**src/rtl/alu_1bit_if.sv**
```systemverilog
// Bus bundle for one 1-bit ALU slice: operand/control inputs and all
// function outputs. The optional overflow signal is present only when
// ALU1BIT_OVF_EN is defined.
interface alu_1bit_if;
    logic       a;
    logic       b;
    logic       cin;
    logic       less;
    logic [2:0] op;
    logic       result;
    logic       cout;
    logic       g;
    logic       p;
    logic       set;
`ifdef ALU1BIT_OVF_EN
    logic       overflow;
`endif

    // Driver side: supplies operands and op code, observes outputs
    modport master (
        output a, b, cin, less, op,
`ifdef ALU1BIT_OVF_EN
        input  overflow,
`endif
        input  result, cout, g, p, set
    );

    // ALU slice side
    modport slave (
        input  a, b, cin, less, op,
`ifdef ALU1BIT_OVF_EN
        output overflow,
`endif
        output result, cout, g, p, set
    );
endinterface

```
**src/rtl/alu_1bit.sv**
```systemverilog
// One-bit ALU slice (AND / OR / ADD-SUB / SLT with optional B inversion).
// The carry/lookahead outputs (cout, g, p, set) are combinational so slices
// can be chained; only result is registered.
// Optional feature macro: ALU1BIT_OVF_EN adds the combinational overflow
// output (cin ^ cout) used on the MSB slice for signed overflow.
module alu_1bit (
    input  logic       clk,
    input  logic       rst_n,
    alu_1bit_if.slave  bus
);

    localparam logic [1:0] FN_AND  = 2'b00;
    localparam logic [1:0] FN_OR   = 2'b01;
    localparam logic [1:0] FN_SUM  = 2'b10;
    localparam logic [1:0] FN_LESS = 2'b11;

    // Full adder: returns {carry, sum}
    function automatic logic [1:0] full_add(
        input logic x,
        input logic y,
        input logic c
    );
        logic s;
        logic co;
        s  = x ^ y ^ c;
        co = (x & y) | (x & c) | (y & c);
        return {co, s};
    endfunction

    logic       bb_s;
    logic [1:0] add_s;
    logic       g_s;
    logic       p_s;
    logic       next_result_s;
    logic       result_r;

    // Operand conditioning, adder and lookahead terms, result selection
    always_comb begin
        bb_s          = bus.b ^ bus.op[2];
        add_s         = full_add(bus.a, bb_s, bus.cin);
        g_s           = bus.a & bb_s;
        p_s           = bus.a | bb_s;
        next_result_s = 1'b0;
        case (bus.op[1:0])
            FN_AND:  next_result_s = g_s;
            FN_OR:   next_result_s = p_s;
            FN_SUM:  next_result_s = add_s[0];
            FN_LESS: next_result_s = bus.less;
            default: next_result_s = 1'b0;
        endcase
    end

    // Result register, cleared asynchronously while rst_n is low
    always_ff @(posedge clk or negedge rst_n) begin
        if (!rst_n) begin
            result_r <= 1'b0;
        end else begin
            result_r <= next_result_s;
        end
    end

    assign bus.result = result_r;
    assign bus.cout   = add_s[1];
    assign bus.g      = g_s;
    assign bus.p      = p_s;
    assign bus.set    = add_s[0];
`ifdef ALU1BIT_OVF_EN
    assign bus.overflow = bus.cin ^ add_s[1];
`endif

endmodule

```
**src/flat_wrapper.sv**
```systemverilog
// flat-port wrapper written by rule: the top's interface ports become plain ports
module alu_1bit_flat 
  (clk, rst_n, bus_a, bus_b, bus_cin, bus_less, bus_op, bus_result, bus_cout, bus_g, bus_p, bus_set);
  alu_1bit_if bus_i ();
  input  logic clk;
  input  logic rst_n;
  input wire logic [$bits(bus_i.a)-1:0] bus_a;
  input wire logic [$bits(bus_i.b)-1:0] bus_b;
  input wire logic [$bits(bus_i.cin)-1:0] bus_cin;
  input wire logic [$bits(bus_i.less)-1:0] bus_less;
  input wire logic [$bits(bus_i.op)-1:0] bus_op;
  output wire logic [$bits(bus_i.result)-1:0] bus_result;
  output wire logic [$bits(bus_i.cout)-1:0] bus_cout;
  output wire logic [$bits(bus_i.g)-1:0] bus_g;
  output wire logic [$bits(bus_i.p)-1:0] bus_p;
  output wire logic [$bits(bus_i.set)-1:0] bus_set;
  assign bus_i.a = bus_a;
  assign bus_i.b = bus_b;
  assign bus_i.cin = bus_cin;
  assign bus_i.less = bus_less;
  assign bus_i.op = bus_op;
  assign bus_result = bus_i.result;
  assign bus_cout = bus_i.cout;
  assign bus_g = bus_i.g;
  assign bus_p = bus_i.p;
  assign bus_set = bus_i.set;
  alu_1bit u_core (.clk(clk), .rst_n(rst_n), .bus(bus_i));
endmodule
```
**config.mk**
```make
export PLATFORM = sky130hd
export DESIGN_NAME = alu_1bit_flat
export DESIGN_NICKNAME = d
export VERILOG_FILES = /design/src/rtl/alu_1bit_if.sv /design/src/rtl/alu_1bit.sv /design/src/flat_wrapper.sv
export SDC_FILE = /design/constraint.sdc
export NUM_CORES = 1
export LEC_CHECK = 0
export BUFFER_PORTS_ARGS = -buffer_cell sky130_fd_sc_hd__clkbuf_2
export CAP_MARGIN = 20
export CORE_AREA = 10 10 47 49
export CTS_CLUSTER_DIAMETER = 150
export DETAILED_ROUTE_END_ITERATION = 10
export DIE_AREA = 0 0 57 59
export PLACE_DENSITY_LB_ADDON = 0.05
export SETUP_SLACK_MARGIN = 0.3
export SYNTH_ARGS = -nofsm -noshare
export SYNTH_HDL_FRONTEND = slang
export SYNTH_SLANG_ARGS = --single-unit
```
**constraint.sdc**
```tcl
create_clock -name clk -period 2.2 [get_ports clk]
set_input_delay 0.22 -clock clk [delete_from_list [all_inputs] [get_ports clk]]
set_output_delay 0.22 -clock clk [all_outputs]
set_load 0.01 [all_outputs]
```
==> results of run 1 <==
==> timing repair <==
item                                   in CTS  in global routing
buffers inserted                            0                  0
endpoints found under the hold margin       1                  0
hold buffers                                1                  0
==> per-layer routing <==
layer	vias up	wire length (µm)	global-route usage, %
li1	61	-	-
met1	45	151	2.50
met2	9	170	3.10
met3	0	90	1.50
met4	0	0	0
met5	-	0	0
==> logic make-up (layout without fill, tap and decap cells) <==
logic type  Yosys count  count (layout)  synth area share (%)
flops                 1               1                  20.2
mux                   1               1                  18.2
xor+xnor              1               1                  7.07
buf+inv               6              20                  18.2
fa+ha+maj             3               3                  36.4
==> through the flow <==
stage / std cells / hold WS [ns] / util [%]
after floorplan: 12 / -0.0756 / -
after global placement: 41 / -0.00496 / 14.9
after detailed placement: 41 / -0.00401 / 14.9
after CTS: 42 / 0.518 / 15.6
after global routing: 42 / 0.520 / 15.6
final: 42 / 0.513 / 15.6
==> worst max path at each step <==
stage                   endpoint  slack [ns]
6_report       u_core.bus.result        0.50
5_1_grt        u_core.bus.result        0.41
4_1_cts        u_core.bus.result        0.48
3_5_place_dp   u_core.bus.result        0.48
3_3_place_gp   u_core.bus.result        0.49
2_1_floorplan  u_core.bus.result        0.62
==> final cells by class <==
cell class / count / share of cell area, %
well taps: 16 / 9.14
multi-input cells: 5 / 34.9
repair buffers: 14 / 34.3
inverters: 6 / 10.3
flip-flops and latches: 1 / 11.4
==> power by group <==
part | switching, W | internal (W) | leakage (nW) | total (W)
Combinational | 0.0000232 | 0.0000224 | 0.121 | 0.0000456
Clock | 0 | 0 | 0 | 0
Sequential | 0.000000755 | 0.0000216 | 0.0117 | 0.0000223
==> cell usage in the layout, fill, tap and decap left out, drive strengths merged <==
cell,count
clkbuf,13
dfrtp,1
dlygate4sd3,1
fa,1
ha,2
inv,6
mux4,1
xor2,1
==> flow_summary.ini, run 1 <==
[status]
run_status = completed

[route]
drt_first_pass_iters = 1
route.final.wire_length_um = 413
ant_nets = 0
drc_errors = 0
drc_marker_count_from_the_first_detailed_route_iteration = 0
detail_route.wl_per_cell_um = 9.83
routed_via_count = 115
detail_route.vias_per_cell = 2.74

[min_path]
hp-class = primary input to flop
min_from = bus_op[0]
destination_of_the_worst_hold_path = u_core.bus.result
min_path_cells = 2

[synth]
synth_area_um2 = 124
yosysWarningCount = 0
synth_largest_type_area_fraction_pct = 20.2
post_synth_edffs = 0
syn_inst = 12
synth_most_common_cell = inv_1
synth_unique_cells = 6
sequential_element_share_of_the_synthesized_area_pct = 20.2
syn-num-nets = 24
synth_commonest_cells = 6 x inv_1, 2 x ha_1
async_flop_share_pct = 100
synth-seq-cells = 1
synthDominantAreaCellType = dfrtp_1
post_synth.cell_area_avg_um2 = 10.3
synthFlopType = dfrtp_1
synth_top_cells_by_area = dfrtp_1 20%, ha_1 20%, inv_1 18%

[critical_path]
crit_path_start = bus_op[2]
worstPathMaxFanout = 2
crit_path_top_delay_cell = fa_1
timing.setup.critical_path_class = primary input to flop
timing.critical_path.arrival_ns = 1.56
cp.required_ns = 2.06
timing.critical_path.max_delay_family = adder cells
crit_path_cell_trace = clkbuf_2, xor2_1, inv_1, fa_1, inv_1, mux4_2
cp.depth = 6
max_stage_delay_ns = 0.48
cp-start-kind = primary input
most_common_cell_on_crit_path = inv_1
worst-path-buf-inv = 3
cp-end-kind = flop

[place]
finalWeightedCongestion = 0.682
post-dp-hpwl_um = 401
dpl-instance-area_um2 = 209
port-buffer-count = 13
pre_cts_slack_ns = 0.479

[timing]
post-route-min-period_ns = 1.70
hold_violations = 0
post-route-worst-setup-slack_ns = 0.498
min_period_over_period_pct = 77.4
rsz0062_at_grt = false
final-setup-viol-count = 0
achievable-frequency_mhz = 587
timing_worst_slew_pin_value_ns = 0.176
totalNegativeSetupSlack_ns = 0
timing_max_transition_violations_final = 0
timing.slew.headroom_pct = 88.3

[die]
floorplan.io_pins = 14
num_rows = 14
dieArea_um2 = 3360
die_x_extent_um = 57
core_region_area_um2 = 1400
die_h_um = 59
initial_core_utilization_pct = 8.84

[power]
p_per_area_nw_per_um2 = 310
peakVddDrop_mv = 0.0521
p_total_w = 0.0000679
leakage_power_of_the_design_nw = 0.133

[finish]
number_of_antenna_diodes = 0
multiInputGateArea_um2 = 76.3
fin_area_um2 = 219
nNetsFinal = 40
n_fill_cell = 169
max_reg_flops = 1
drive_above_1_share_pct = 53.8
area_growth_syn_to_layout_pct = 76.8
regArea_um2 = 25.0

[grt]
antenna_found_initial = 0
globalRoute.totalOverflow = 0
grt_start_max_net_pins = 3
grt_pass1_wl_um = 600
grt_usage_pct = 2.08
vias_in_the_first_global_route = 142

[clock_tree]
postCtsResizedCells = 0
clock_edge_transition_at_the_registers_on_the_reported_setup_and_hold_paths_ns = 0

[run]
timing.max_cap.violations = 0
(Power assumes the default switching activity.)
==> inputs of run 2 (changes only) <==
Clock period 2.2 ns to 1.5 ns, I/O delays scaled along.
==> run 2 against run 1 <==
Effect of this change:
- the run now ends with setup timing left
- total power increased by 130%
- worst setup slack lost 0.57 ns
- final area up 35%
- critical path type unchanged
- critical endpoint unchanged
- highest routed layer unchanged
==> flow_summary.ini, run 2 (synthesis results as in run 1) <==
[timing]
rsz0062_at_grt = true
post-route-worst-setup-slack_ns = -0.0684
totalNegativeSetupSlack_ns = -0.0684
final-setup-viol-count = 1
timing.slew.headroom_pct = 90.3
timing_max_transition_violations_final = 0
timing_worst_slew_pin_value_ns = 0.145
post-route-min-period_ns = 1.57
achievable-frequency_mhz = 638
min_period_over_period_pct = 105
hold_violations = 0

[status]
run_status = finished, violations left
failed_checks = setup timing

[place]
finalWeightedCongestion = 0.627
placedCellCount = 43
port-buffer-count = 13
post-dp-hpwl_um = 405

[route]
ant_nets = 0
detail_route.vias_per_cell = 2.91
route.final.wire_length_um = 426
drt_first_pass_iters = 1
met2RoutedLength_um = 284
top_signal_layer_used = met3
routed_via_count = 137
detail_route.wl_per_cell_um = 9.06
met3_routed_wirelength_um = 30
routedLengthMet1_um = 111
drc_marker_count_from_the_first_detailed_route_iteration = 0
drc_errors = 0

[die]
floorplan.io_pins = 14
die_x_extent_um = 57
initial_core_utilization_pct = 8.84
dieArea_um2 = 3360
core_region_area_um2 = 1400
num_rows = 14
die_h_um = 59

[finish]
final-instance-count-excl-fill = 47
drive_above_1_share_pct = 74.2
layout.cells.most_common = clkbuf_2
max_reg_flops = 1
nNetsFinal = 45
number_of_antenna_diodes = 0
n_fill_cell = 168
area_growth_syn_to_layout_pct = 139
mostFrequentLayoutCells = 8 x clkbuf_2, 4 x buf_6, 4 x buf_4

[grt]
grt_usage_pct = 2.38
antenna_found_initial = 0
globalRoute.totalOverflow = 0
vias_in_the_first_global_route = 166
grt_pass1_wl_um = 696
grt_start_max_net_pins = 3

[critical_path]
worstPathMaxFanout = 2
timing.setup.critical_path_class = primary input to flop
timing.critical_path.arrival_ns = 1.43
cp-start-kind = primary input
max_stage_delay_ns = 0.49
cp-end-kind = flop
crit_path_cell_trace = buf_6, xor2_2, inv_2, fa_1, inv_2, mux4_2
worst-path-buf-inv = 3
cp.required_ns = 1.36
crit_path_start = bus_op[2]
cp.depth = 6
crit_path_top_delay_cell = fa_1
timing.critical_path.max_delay_family = adder cells
most_common_cell_on_crit_path = inv_2

[power]
p_per_area_nw_per_um2 = 522
leakage_power_of_the_design_nw = 0.164
peakVddDrop_mv = 0.121

[clock_tree]
clock_edge_transition_at_the_registers_on_the_reported_setup_and_hold_paths_ns = 0

[min_path]
hp-class = primary input to flop
destination_of_the_worst_hold_path = u_core.bus.result
min_path_cells = 2
min_from = bus_op[0]

[run]
timing.max_cap.violations = 0
-- run 2: stage by stage --
stage	cell area, µm²	util, %	hold WS [ns]	power, W	setup WS (ns)
floorplan	131	-	-0.146	0.0000694	0.0295
global placement	231	16.5	-0.0742	0.000115	-0.108
detailed placement	231	16.5	-0.0742	0.000115	-0.0999
CTS	269	19.2	0.428	0.000142	-0.0845
global route	297	21.2	0.437	0.000167	-0.116
finish	297	21.2	0.427	0.000155	-0.0684
-- run 2: final cells by class --
cell class	instances	area [µm²]	share of cell area, %
repair buffers	19	145	48.9
multi-input cells	5	83.8	28.3
flip-flops and latches	1	25.0	8.44
inverters	6	22.5	7.59
well taps	16	20.0	6.75
-- run 2: worst max-delay path by stage --
stage                                   end  slack [ns]
final                     u_core.bus.result       -0.07
after global routing      u_core.bus.result       -0.12
after CTS                 u_core.bus.result       -0.08
after detailed placement  u_core.bus.result        -0.1
after floorplan           u_core.bus.result        0.03
after global placement    u_core.bus.result       -0.11
-- run 2: timing repair --
item / in CTS / in global routing
endpoints found under the hold margin: 1 / 0
endpoints found under the setup margin: 2 / 3
resized for setup: 3 / 8
hold buffers: 1 / 0
buffers inserted: 2 / 1
pin swaps: 1 / 1
-- run 2: per-layer routing --
metal  vias up  global-route usage (%)
met2         4                    6.05
li1         70                       -
met1        63                    1.79
met4         0                       0
met5         -                       0
met3         0                   0.215
-- run 2: where the power goes --
part / leakage (nW) / internal (W) / switching [W]
logic: 0.153 / 0.0000780 / 0.0000445
clock network: 0 / 0 / 0
registers: 0.0117 / 0.0000316 / 0.000000819
total: 0.164 / 0.000110 / 0.0000453
==> inputs of run 3 (changes only) <==
Settings changed: PLACE_DENSITY set to 0.32, PLACE_DENSITY_LB_ADDON 0.05 to unset.
==> run 3 against run 2 <==
Effect of this change:
- the flow still finishes with violations (setup timing)
- critical path depth unchanged
- first-iteration DRC count increased by 1
- fmax decreased by 0.49%
- routed wire length increased by 14%
- sequential power about the same
- total power increased by 6.6%
- critical endpoint unchanged
==> flow_summary.ini, run 3 (synthesis results as in run 1) <==
[place]
finalWeightedCongestion = 0.620
port-buffer-count = 13

[route]
detail_route.wl_per_cell_um = 10.1
drc_marker_count_from_the_first_detailed_route_iteration = 1
routed_via_count = 148
drc_errors = 0
detail_route.vias_per_cell = 3.08
route.final.wire_length_um = 484
ant_nets = 0
drt_first_pass_iters = 2

[finish]
n_fill_cell = 157
number_of_antenna_diodes = 0
regArea_um2 = 25.0
drive_above_1_share_pct = 81.3
multiInputGateArea_um2 = 97.6
area_growth_syn_to_layout_pct = 162
nNetsFinal = 46
max_reg_flops = 1
layout.cells.most_common = clkbuf_2
mostFrequentLayoutCells = 8 x clkbuf_2, 5 x buf_6, 5 x buf_4

[timing]
hold_violations = 0
timing.slew.headroom_pct = 91.8
achievable-frequency_mhz = 634
final-setup-viol-count = 1
totalNegativeSetupSlack_ns = -0.0762
timing_worst_slew_pin_value_ns = 0.123
whs_ns = 0.446
min_period_over_period_pct = 105
post-route-worst-setup-slack_ns = -0.0762
timing_max_transition_violations_final = 0
rsz0062_at_grt = true
post-route-min-period_ns = 1.58

[die]
num_rows = 14
initial_core_utilization_pct = 8.84
core_region_area_um2 = 1400
dieArea_um2 = 3360
die_x_extent_um = 57
floorplan.io_pins = 14
die_h_um = 59

[power]
p_per_area_nw_per_um2 = 510
leakage_power_of_the_design_nw = 0.172
peakVddDrop_mv = 0.143

[clock_tree]
clock_edge_transition_at_the_registers_on_the_reported_setup_and_hold_paths_ns = 0

[status]
run_status = finished, violations left
failed_checks = setup timing

[critical_path]
crit_path_top_delay_cell = fa_1
cp.required_ns = 1.36
timing.critical_path.max_delay_family = adder cells
cp-end-kind = flop
worst-path-buf-inv = 3
cp-start-kind = primary input
timing.critical_path.arrival_ns = 1.44
worstPathMaxFanout = 2
crit_path_cell_trace = buf_8, xor2_4, inv_2, fa_1, inv_2, mux4_2
timing.setup.critical_path_class = primary input to flop
max_stage_delay_ns = 0.49
most_common_cell_on_crit_path = inv_2

[grt]
grt_pass1_wl_um = 834
grt_start_max_net_pins = 3
vias_in_the_first_global_route = 190
grt_usage_pct = 2.81
antenna_found_initial = 0
globalRoute.totalOverflow = 0

[run]
timing.max_cap.violations = 0

[min_path]
hp-class = primary input to flop
## run 3: power breakdown
part | internal [W] | total, W | switching, W
combinational | 0.0000833 | 0.000133 | 0.0000494
clock | 0 | 0 | 0
sequential | 0.0000316 | 0.0000324 | 0.000000818
total | 0.000115 | 0.000165 | 0.0000503
## run 3: path summary, 6_finish.rpt
kind / from / to / slack (ns) / cells after the start
setup / recovery: bus_op[2] / u_core.bus.result / -0.08 / 6
hold / removal: bus_op[0] / u_core.bus.result / 0.45 / 2
max in group asynchronous: rst_n / u_core.bus.result / 0.94 / 2
min in group asynchronous: rst_n / u_core.bus.result / 0.47 / 2
## run 3: per-layer routing
| layer | track usage [%] | vias to the layer above | routed length [µm] |
|---|---|---|---|
| met5 | 0 | - | 0 |
| met4 | 0 | 0 | 0 |
| met3 | 2.15 | 0 | 122 |
| met2 | 3.41 | 14 | 153 |
| met1 | 3.93 | 61 | 208 |
| li1 | - | 73 | - |
## run 3: what timing repair did
item | 4_1_cts | 5_1_grt
gates resized for setup | 1 | 16
pin swaps | 1 | 1
setup endpoints to repair | 3 | 4
hold buffers | 1 | 0
endpoints found under the hold margin | 1 | 0
setup buffers | 2 | 1
## run 3: stage by stage
stage	power, W	instances	worst slack [ns]	utilization (%)	cell area (µm²)
global route	0.000177	48	-0.121	23.1	324
detailed placement	0.000120	44	-0.120	17.1	239
CTS	0.000133	47	-0.108	19.0	267
global placement	0.000117	44	-0.0866	17.1	239
floorplan	0.0000694	12	0.0295	-	131
finish	0.000165	48	-0.0762	23.1	324
## run 3: cell type report
cell class | count | share of cell area [%]
repair buffers | 20 | 49.0
multi-input cells | 5 | 30.1
flip-flops and latches | 1 | 7.72
inverters | 6 | 6.95
well taps | 16 | 6.18
